==> src/rtl/adder_arbiter.sv <==
// adder_arbiter: round-robin arbiter sharing one adder64 between NUM_REQ requesters.
// Ports: clock/reset (async, active-high), req/a_in/b_in (per-requester, flattened),
//        sub_in (only with ADDER_ARB_SUB_EN), gnt/done (one-hot), result, owner, busy.
// Macro ADDER_ARB_SUB_EN adds per-request subtract via a second adder pass (EXEC2).
module adder64 #(
  parameter int DATA_WIDTH = 64
) (
  input  logic [DATA_WIDTH-1:0] a,
  input  logic [DATA_WIDTH-1:0] b,
  output logic [DATA_WIDTH-1:0] sum
);
  logic [DATA_WIDTH-1:0] c;
  assign c[0] = 1'b0;
  genvar i;
  generate
    for (i = 0; i < DATA_WIDTH; i++) begin : g_fa
      assign sum[i] = a[i] ^ b[i] ^ c[i];
      if (i < DATA_WIDTH - 1) begin : g_c
        assign c[i+1] = (a[i] & b[i]) | (c[i] & (a[i] ^ b[i]));
      end
    end
  endgenerate
endmodule

module adder_arbiter #(
  parameter int DATA_WIDTH = 64,
  parameter int NUM_REQ    = 4
) (
  input  logic                          clock,
  input  logic                          reset,
  input  logic [NUM_REQ-1:0]            req,
  input  logic [NUM_REQ*DATA_WIDTH-1:0] a_in,
  input  logic [NUM_REQ*DATA_WIDTH-1:0] b_in,
`ifdef ADDER_ARB_SUB_EN
  input  logic [NUM_REQ-1:0]            sub_in,
`endif
  output logic [NUM_REQ-1:0]            gnt,
  output logic [NUM_REQ-1:0]            done,
  output logic [DATA_WIDTH-1:0]         result,
  output logic [$clog2(NUM_REQ)-1:0]    owner,
  output logic                          busy
);
  localparam int IW = $clog2(NUM_REQ);
  typedef enum logic [1:0] {
    IDLE,
    EXEC,
`ifdef ADDER_ARB_SUB_EN
    EXEC2,
`endif
    DONE
  } state_t;
  state_t state;
  logic [IW-1:0] rr_ptr, sel;
  logic any;
  logic [DATA_WIDTH-1:0] op_a, op_b, add_a, add_b, sum;
`ifdef ADDER_ARB_SUB_EN
  logic op_sub;
  assign add_a = state == EXEC2 ? result : op_a;
  assign add_b = state == EXEC2 ? DATA_WIDTH'(1) : op_b;
`else
  assign add_a = op_a;
  assign add_b = op_b;
`endif
  assign busy = state != IDLE;
  adder64 #(.DATA_WIDTH(DATA_WIDTH)) u_add (.a(add_a), .b(add_b), .sum(sum));
  function automatic logic [IW-1:0] wrap(input logic [IW-1:0] base, input int k);
    int j;
    j = int'(base) + k;
    return IW'(j >= NUM_REQ ? j - NUM_REQ : j);
  endfunction
  // Scan downward so the last hit, i.e. the closest at/after rr_ptr, wins.
  always_comb begin
    any = 1'b0;
    sel = '0;
    for (int k = NUM_REQ - 1; k >= 0; k--)
      if (req[wrap(rr_ptr, k)]) begin
        any = 1'b1;
        sel = wrap(rr_ptr, k);
      end
  end
  always_ff @(posedge clock or posedge reset) begin
    if (reset) begin
      state  <= IDLE;
      rr_ptr <= '0;
      gnt    <= '0;
      done   <= '0;
      result <= '0;
      owner  <= '0;
      op_a   <= '0;
      op_b   <= '0;
`ifdef ADDER_ARB_SUB_EN
      op_sub <= 1'b0;
`endif
    end else begin
      case (state)
        IDLE: if (any) begin
          gnt   <= NUM_REQ'(1) << sel;
          owner <= sel;
          op_a  <= a_in[int'(sel)*DATA_WIDTH +: DATA_WIDTH];
`ifdef ADDER_ARB_SUB_EN
          op_sub <= sub_in[sel];
          op_b   <= sub_in[sel] ? ~b_in[int'(sel)*DATA_WIDTH +: DATA_WIDTH]
                                :  b_in[int'(sel)*DATA_WIDTH +: DATA_WIDTH];
`else
          op_b  <= b_in[int'(sel)*DATA_WIDTH +: DATA_WIDTH];
`endif
          state <= EXEC;
        end
        EXEC: begin
          result <= sum;
`ifdef ADDER_ARB_SUB_EN
          // Subtract: A + ~B here, +1 in EXEC2.
          if (op_sub) state <= EXEC2;
          else begin
            done  <= gnt;
            state <= DONE;
          end
`else
          done  <= gnt;
          state <= DONE;
`endif
        end
`ifdef ADDER_ARB_SUB_EN
        EXEC2: begin
          result <= sum;
          done   <= gnt;
          state  <= DONE;
        end
`endif
        DONE: begin
          done   <= '0;
          gnt    <= '0;
          rr_ptr <= owner == IW'(NUM_REQ - 1) ? '0 : owner + 1'b1;
          state  <= IDLE;
        end
        default: state <= IDLE;
      endcase
    end
  end
endmodule
==> config.mk <==
export PLATFORM = sky130hd
export DESIGN_NAME = adder_arbiter
export DESIGN_NICKNAME = d
export VERILOG_FILES = /design/src/rtl/adder_arbiter.sv
export SDC_FILE = /design/constraint.sdc
export NUM_CORES = 1
export LEC_CHECK = 0
export CORE_AREA = 2 2 233 235
export CTS_CLUSTER_SIZE = 14
export DETAILED_ROUTE_END_ITERATION = 6
export DIE_AREA = 0 0 235 237
export PLACE_DENSITY = 0.55
export SLEW_MARGIN = 20
export SYNTH_ARGS = -nofsm -noshare
export SYNTH_HDL_FRONTEND = slang
export SYNTH_SLANG_ARGS = --single-unit
==> constraint.sdc <==
create_clock -name clock -period 71 [get_ports clock]
set_input_delay 17.75 -clock clock [delete_from_list [all_inputs] [get_ports clock]]
set_output_delay 17.75 -clock clock [all_outputs]
set_load 0.02 [all_outputs]
After elaboration in Yosys (flattened, before gate mapping)
Index checks and enable logic that the tools add are counted.
{"block": "op_classes", "add_sub_neg": 8, "mul": 0, "n_div": 0, "magnitude_cmp": 8, "eq_ne": 4, "shift": 3, "muxes": 26, "n_bitwise": 314, "n_reduce_logical": 6}
{"cell": "variable part select 256 x 9 -> 64 bit", "n": 2}
{"cell": "XOR 1 bit", "n": 127}
{"cell": "AND 1 bit", "n": 125}
{"cell": "OR 1 bit", "n": 62}
{"cell": "2-to-1 mux 2 bit", "n": 10}
{"cell": "one-hot mux 4 bit (2 select lines)", "n": 2}
{"cell": "< comparator 2 x 3 -> 1 bit (second input constant)", "n": 4}
{"cell": ">= comparator 3 bit (second input constant)", "n": 3}
{"cell": "binary-select mux 1 bit (select 2 bit)", "n": 4}
{"cell": "2-to-1 mux 1 bit", "n": 8}
{"cell": "subtractor 2 x 1 -> 2 bit (second input constant)", "n": 4}
{"cell": "adder 2 x 2 -> 3 bit (second input constant)", "n": 2}
{"cell": "nonzero test 2 bit", "n": 3}
{"cell": "== test 2 bit (second input constant)", "n": 2}
{"cell": "2-to-1 mux 4 bit", "n": 1}
{"cell": "one-hot mux 2 bit (2 select lines)", "n": 1}
{"cell": "AND reduction 2 bit", "n": 2}
{"cell": "left shift 1 x 2 -> 4 bit (first input constant)", "n": 1}
{"cell": "adder 2 x 1 -> 3 bit (second input constant)", "n": 1}
{"cell": ">= comparator 2 x 3 -> 1 bit (second input constant)", "n": 1}
{"cell": "adder 2 x 1 -> 2 bit (second input constant)", "n": 1}
{"cell": "== test 2 x 1 -> 1 bit (second input constant)", "n": 1}
{"cell": "logical NOT 2 bit", "n": 1}
{"cell": "inequality test 2 bit (second input constant)", "n": 1}
{"block": "totals", "regBits": 206, "latchBits": 0, "ram_bits": 0, "romBits": 0, "in_bits": 518, "elab_cells": 377, "n_memories": 0}

Longest topological paths before layout
{"block": "depth", "ltp_word": 126, "ltp_mapped": 68}

Hierarchy
A second synthesis with hierarchy kept.
{"block": "hier_totals", "hier_cells": 1423, "area_unflattened_um2": 12947.4}
{"mod": "adder_arbiter", "n_inst": 1, "cells_each": 1354, "area_each_um2": 11651.2, "seq_area_each_um2": 5154.9}
{"mod": "adder64", "n_inst": 1, "cells_each": 69, "area_each_um2": 1296.2, "seq_area_each_um2": 0.0}

Least setup slack after synthesis
Ideal clock, no wire load.
{"block": "synth_timing", "path_type": "register -> register", "from": "reg op_a[0] (netlist: add_a[0])", "to": "reg result[63]", "setup_ps": 125, "arrival_time_ps": 24443, "required_time_ps": 70875, "slack_ps": 46433, "stages_incl_launch_ff": 69, "period_less_slack_ps": 24567, "path_cell_list": "dfrtp_1 -> ha_1 -> fa_1 -> fa_1 -> fa_1 -> fa_1 -> fa_1 -> fa_1 -> fa_1 -> fa_1 -> fa_1 -> fa_1 -> fa_1 -> fa_1 -> fa_1 -> fa_1 -> fa_1 -> inv_1 -> (+33 left out) -> fa_1 -> fa_1 -> fa_1 -> fa_1 -> fa_1 -> fa_1 -> fa_1 -> fa_1 -> fa_1 -> fa_1 -> fa_1 -> fa_1 -> fa_1 -> fa_1 -> fa_1 -> xnor2_1 -> xnor2_1 -> mux2_2"}
{"block": "synth_between", "elab_chain_cells": 126}
{"item": "start: declaration", "line_no": "55", "source": "logic [DATA_WIDTH-1:0] op_a, op_b, add_a, add_b, sum;"}
{"item": "start signal: assignment", "line_no": "99", "source": "op_a <= a_in[int'(sel)*DATA_WIDTH +: DATA_WIDTH];"}
{"item": "AND 1 bit (2 in series)", "line_no": "19", "source": "assign c[i+1] = (a[i] & b[i]) | (c[i] & (a[i] ^ b[i]));"}
{"item": "OR 1 bit", "line_no": "19"}
{"item": "AND 1 bit", "line_no": "19"}
{"item": "OR 1 bit", "line_no": "19"}
{"item": "AND 1 bit", "line_no": "19"}
{"item": "OR 1 bit", "line_no": "19"}
{"item": "AND 1 bit", "line_no": "19"}
{"item": "OR 1 bit", "line_no": "19"}
{"item": "(+109 left out)"}
{"item": "OR 1 bit", "line_no": "19"}
{"item": "AND 1 bit", "line_no": "19"}
{"item": "OR 1 bit", "line_no": "19"}
{"item": "AND 1 bit", "line_no": "19"}
{"item": "OR 1 bit", "line_no": "19"}
{"item": "AND 1 bit", "line_no": "19"}
{"item": "OR 1 bit", "line_no": "19"}
{"item": "XOR 1 bit", "line_no": "17", "source": "assign sum[i] = a[i] ^ b[i] ^ c[i];"}
{"item": "end signal: assignment", "line_no": "110", "source": "result <= sum;"}
{"item": "end: declaration", "line_no": "39", "source": "output logic [DATA_WIDTH-1:0] result,"}
Every way passes these cells.
A chain may end at the register's enable or synchronous reset.

Worst setup path in the final report
Same ends and word-level chain as after synthesis.

==> flow_summary.yaml <==
synthesis:
  synth_edf_count: 0
  yosys_most_used_dff: "dfrtp_1"
  syn-num-nets: 1778
  async_flop_share: 1.00
  synthesis.area_mm2: 0.0127
  seq_area_frac_synth: 0.407
  synth.ff_latch_count: 206
  ys_types: 45
  avgSynthCellArea_um2: 10.6
  postSynthCellCount: 1191
  synth_warnings: 0
placement:
  dp_hpwl_um: 38600
  routabilityCongestion: 0.805
  dp.cells: 2374
  portBuffers: 592
power_and_ir_drop:
  p_int_mw: 0.500
  power_switching_mw: 0.371
  p_seq_frac: 0.273
  comb_power_share: 0.558
  power_mw: 0.871
  power_leakage_nw: 7.71
  power_density_mw_per_mm2: 43.3
  p_sw_frac: 0.426
  power_frac_clock: 0.168
  ir_worst_vdd_mv: 0.0378
sta:
  rsz0062_at_grt: "no"
  finalHoldViolCount: 0
  max-slew-margin-rel: 0.303
  period_share: 0.365
  finalSetupTns_ns: 0
  setup_viol: 0
  fmax_ghz: 0.0386
  fin_crit_ns: 25.90
  max_slew.worst_pin.slew_ns: 1.05
  slew_viol_final: 0
  fin_skew_ns: 0.0227
global_routing:
  grt.busiest_layer: "met2"
  grt_start_max_net_pins: 260
  use_met2: 0.317
  met1_usage: 0.217
  antenna_found_initial: 3
  grt_overflow: 0
  met3_usage: 0.0388
  grt_usage: 0.179
  first_global_vias: 12442
  grt_pass1_wl_um: 77300
routing:
  first_iter_violations: 649
  drt-total-wl_um: 51600
  viasPerCell: 4.91
  ant_nets: 0
  wl_per_cell_um: 21.3
  drc: 0
  vias: 11916
  drt-pass1-iter-count: 5
cts:
  ctsResizeCount: 0
  cts_tree: "done"
  clk_pin_slew_ns: 0.06
  htreeDepth: 1
  cts.sink_count: 206
  cts_made_buffers: 27
  cts-root-buf: "clkbuf_16"
  cts_hold_buffers: 0
  ctsLongestPathBuffers: 3
  postCtsSetupBuffers: 0
  clk_latency_ns: 0.56
critical_path:
  path_delay_family: "adder cells"
  worstSetupPathType: "flip-flop to flip-flop"
  cpPeakStageDelay_ns: 0.44
  critPathSlowestCell: "fa_1"
  cp.required_ns: 71.45
  cp_max_fo: 3
  cp_common_cell: "fa_1"
  cp.buffers_inverters: 2
  critical_path_arrival_ns: 26.35
  cp-end-kind: "flip-flop"
  start_kind: "flip-flop"
die:
  core_area_mm2: 0.0533
  io_pins: 593
  dieArea_mm2: 0.0557
  fp.dieH_um: 237
  die_w_um: 235
  start_util: 0.238
  row_count: 85
layout:
  fin_util: 0.377
  area_growth_pct: 58.7
  stdcell_count: 2427
  layout.nets: 2295
  drive_above_1_share: 0.0816
run:
  cap_violations: 0
min_path:
  hold_class: "flip-flop to flip-flop"
run_status:
  status: "complete, no violations"
==> layer usage <==
layer | vias up | wire, um
met5 | - | 13
met4 | 2 | 1480
met3 | 72 | 3210
met2 | 415 | 26200
met1 | 5844 | 20800
li1 | 5583 | -
==> path summary, 6_finish.rpt <==
| path | start | end | slack (ns) | cells past startpoint |
|---|---|---|---|---|
| max in group asynchronous | reset | result[26]$_DFFE_PP0N_ | 51.89 | 3 |
| min reg2reg | result[41]$_DFFE_PP0N_ | result[41]$_DFFE_PP0N_ | 0.50 | 1 |
| max reg2reg | add_a[0]$_DFFE_PP0P_ | result[63]$_DFFE_PP0N_ | 45.10 | 68 |
| min | result[41]$_DFFE_PP0N_ | result[41]$_DFFE_PP0N_ | 0.50 | 1 |
| max | add_a[0]$_DFFE_PP0P_ | result[63]$_DFFE_PP0N_ | 45.10 | 68 |
| min in group asynchronous | reset | add_b[13]$_DFFE_PP0P_ | 17.69 | 2 |
==> registers in the layout (all words and copies together), names as in the netlist <==
name    count
add_a      64
result     64
state       2
add_b      64
rr_ptr      2
owner       2
done        4
gnt         4
==> power by group through the flow <==
stage / Combinational [mW] / Clock, mW / Sequential [mW]
after CTS: 0.492 / 0.152 / 0.240
after global placement: 0.482 / 0 / 0.238
final: 0.486 / 0.147 / 0.238
after detailed placement: 0.491 / 0 / 0.242
after floorplan: 0.297 / 0 / 0.249
after global routing: 0.539 / 0.156 / 0.249
==> final cells by class <==
type,instances,area (um2)
inverters,12,52.6
multi-input cells,857,7030
repair buffers,604,6040
clock buffers,34,732
flip-flops and latches,206,5150
fillers,5277,33200
diodes,2,5.00
clock inverters,16,221
well taps,696,871
==> cell usage after synthesis, drive strengths merged (4+ instances only) <==
library cell,instances,share of area
dfrtp,206,0.41
ha,7,0.0069
nand3,19,0.0075
clkbuf,65,0.019
inv,12,0.0036
nand2,11,0.0033
o22ai,110,0.055
nor2,114,0.034
mux2,67,0.060
o2bb2ai,19,0.013
buf,51,0.024
o21ai,159,0.063
a221oi,109,0.075
mux2i,128,0.10
a31oi,19,0.0094
a21oi,4,0.0016
nor2b,4,0.0020
fa,62,0.098
==> layout by cell type, fill, tap and decap left out, types with 3 or more instances in the layout <==
cell type / instances
clkbuf_1: 4
o21ai_1: 26
a21oi_1: 4
dfrtp_1: 206
nor2b_1: 4
buf_4: 10
clkdlybuf4s50_1: 592
clkinv_2: 6
clkbuf_8: 3
nor2_1: 113
o22ai_1: 109
inv_1: 11
bufinv_16: 5
a31oi_1: 19
fa_1: 62
o21ai_0: 132
nand2_1: 11
ha_1: 6
o2bb2ai_1: 19
nand3_1: 19
clkbuf_16: 27
mux2i_1: 128
mux2_2: 67
a221oi_1: 109
==> per-stage QoR <==
stage / hold slack (ns) / setup slack, ns / cell area, um2
final: 0.504 / 45.10 / 20100
after global routing: 0.519 / 44.29 / 20100
after CTS: 0.509 / 44.99 / 20100
after detailed placement: 0.496 / 45.03 / 19100
after global placement: 0.491 / 45.24 / 19100
after floorplan: 0.506 / 46.43 / 12700
==> logic make-up (layout without fill, tap and decap cells) <==
| logic type | Yosys count | in the layout | synth area share |
|---|---|---|---|
| buf+inv | 128 | 666 | 0.0469 |
| other cells | 0 | 2 | 0 |
| flops | 206 | 206 | 0.407 |
| simple gates | 158 | 158 | 0.0537 |
| fa+ha+maj | 69 | 69 | 0.105 |
| compound gates | 433 | 433 | 0.226 |
| mux | 195 | 195 | 0.161 |
| xor+xnor | 2 | 2 | 0.00138 |
==> worst reg2reg max path: cells and delay by family, from the launching register on <==
family / cells / cell delay (ns)
adders and majority gates: 63 / 24.72
muxes: 1 / 0.26
buffers and inverters: 2 / 0.14
DFF: 1 / 0.40
xor gates and xnor gates: 2 / 0.30
Note: power is estimated with default switching activity, not from simulation.
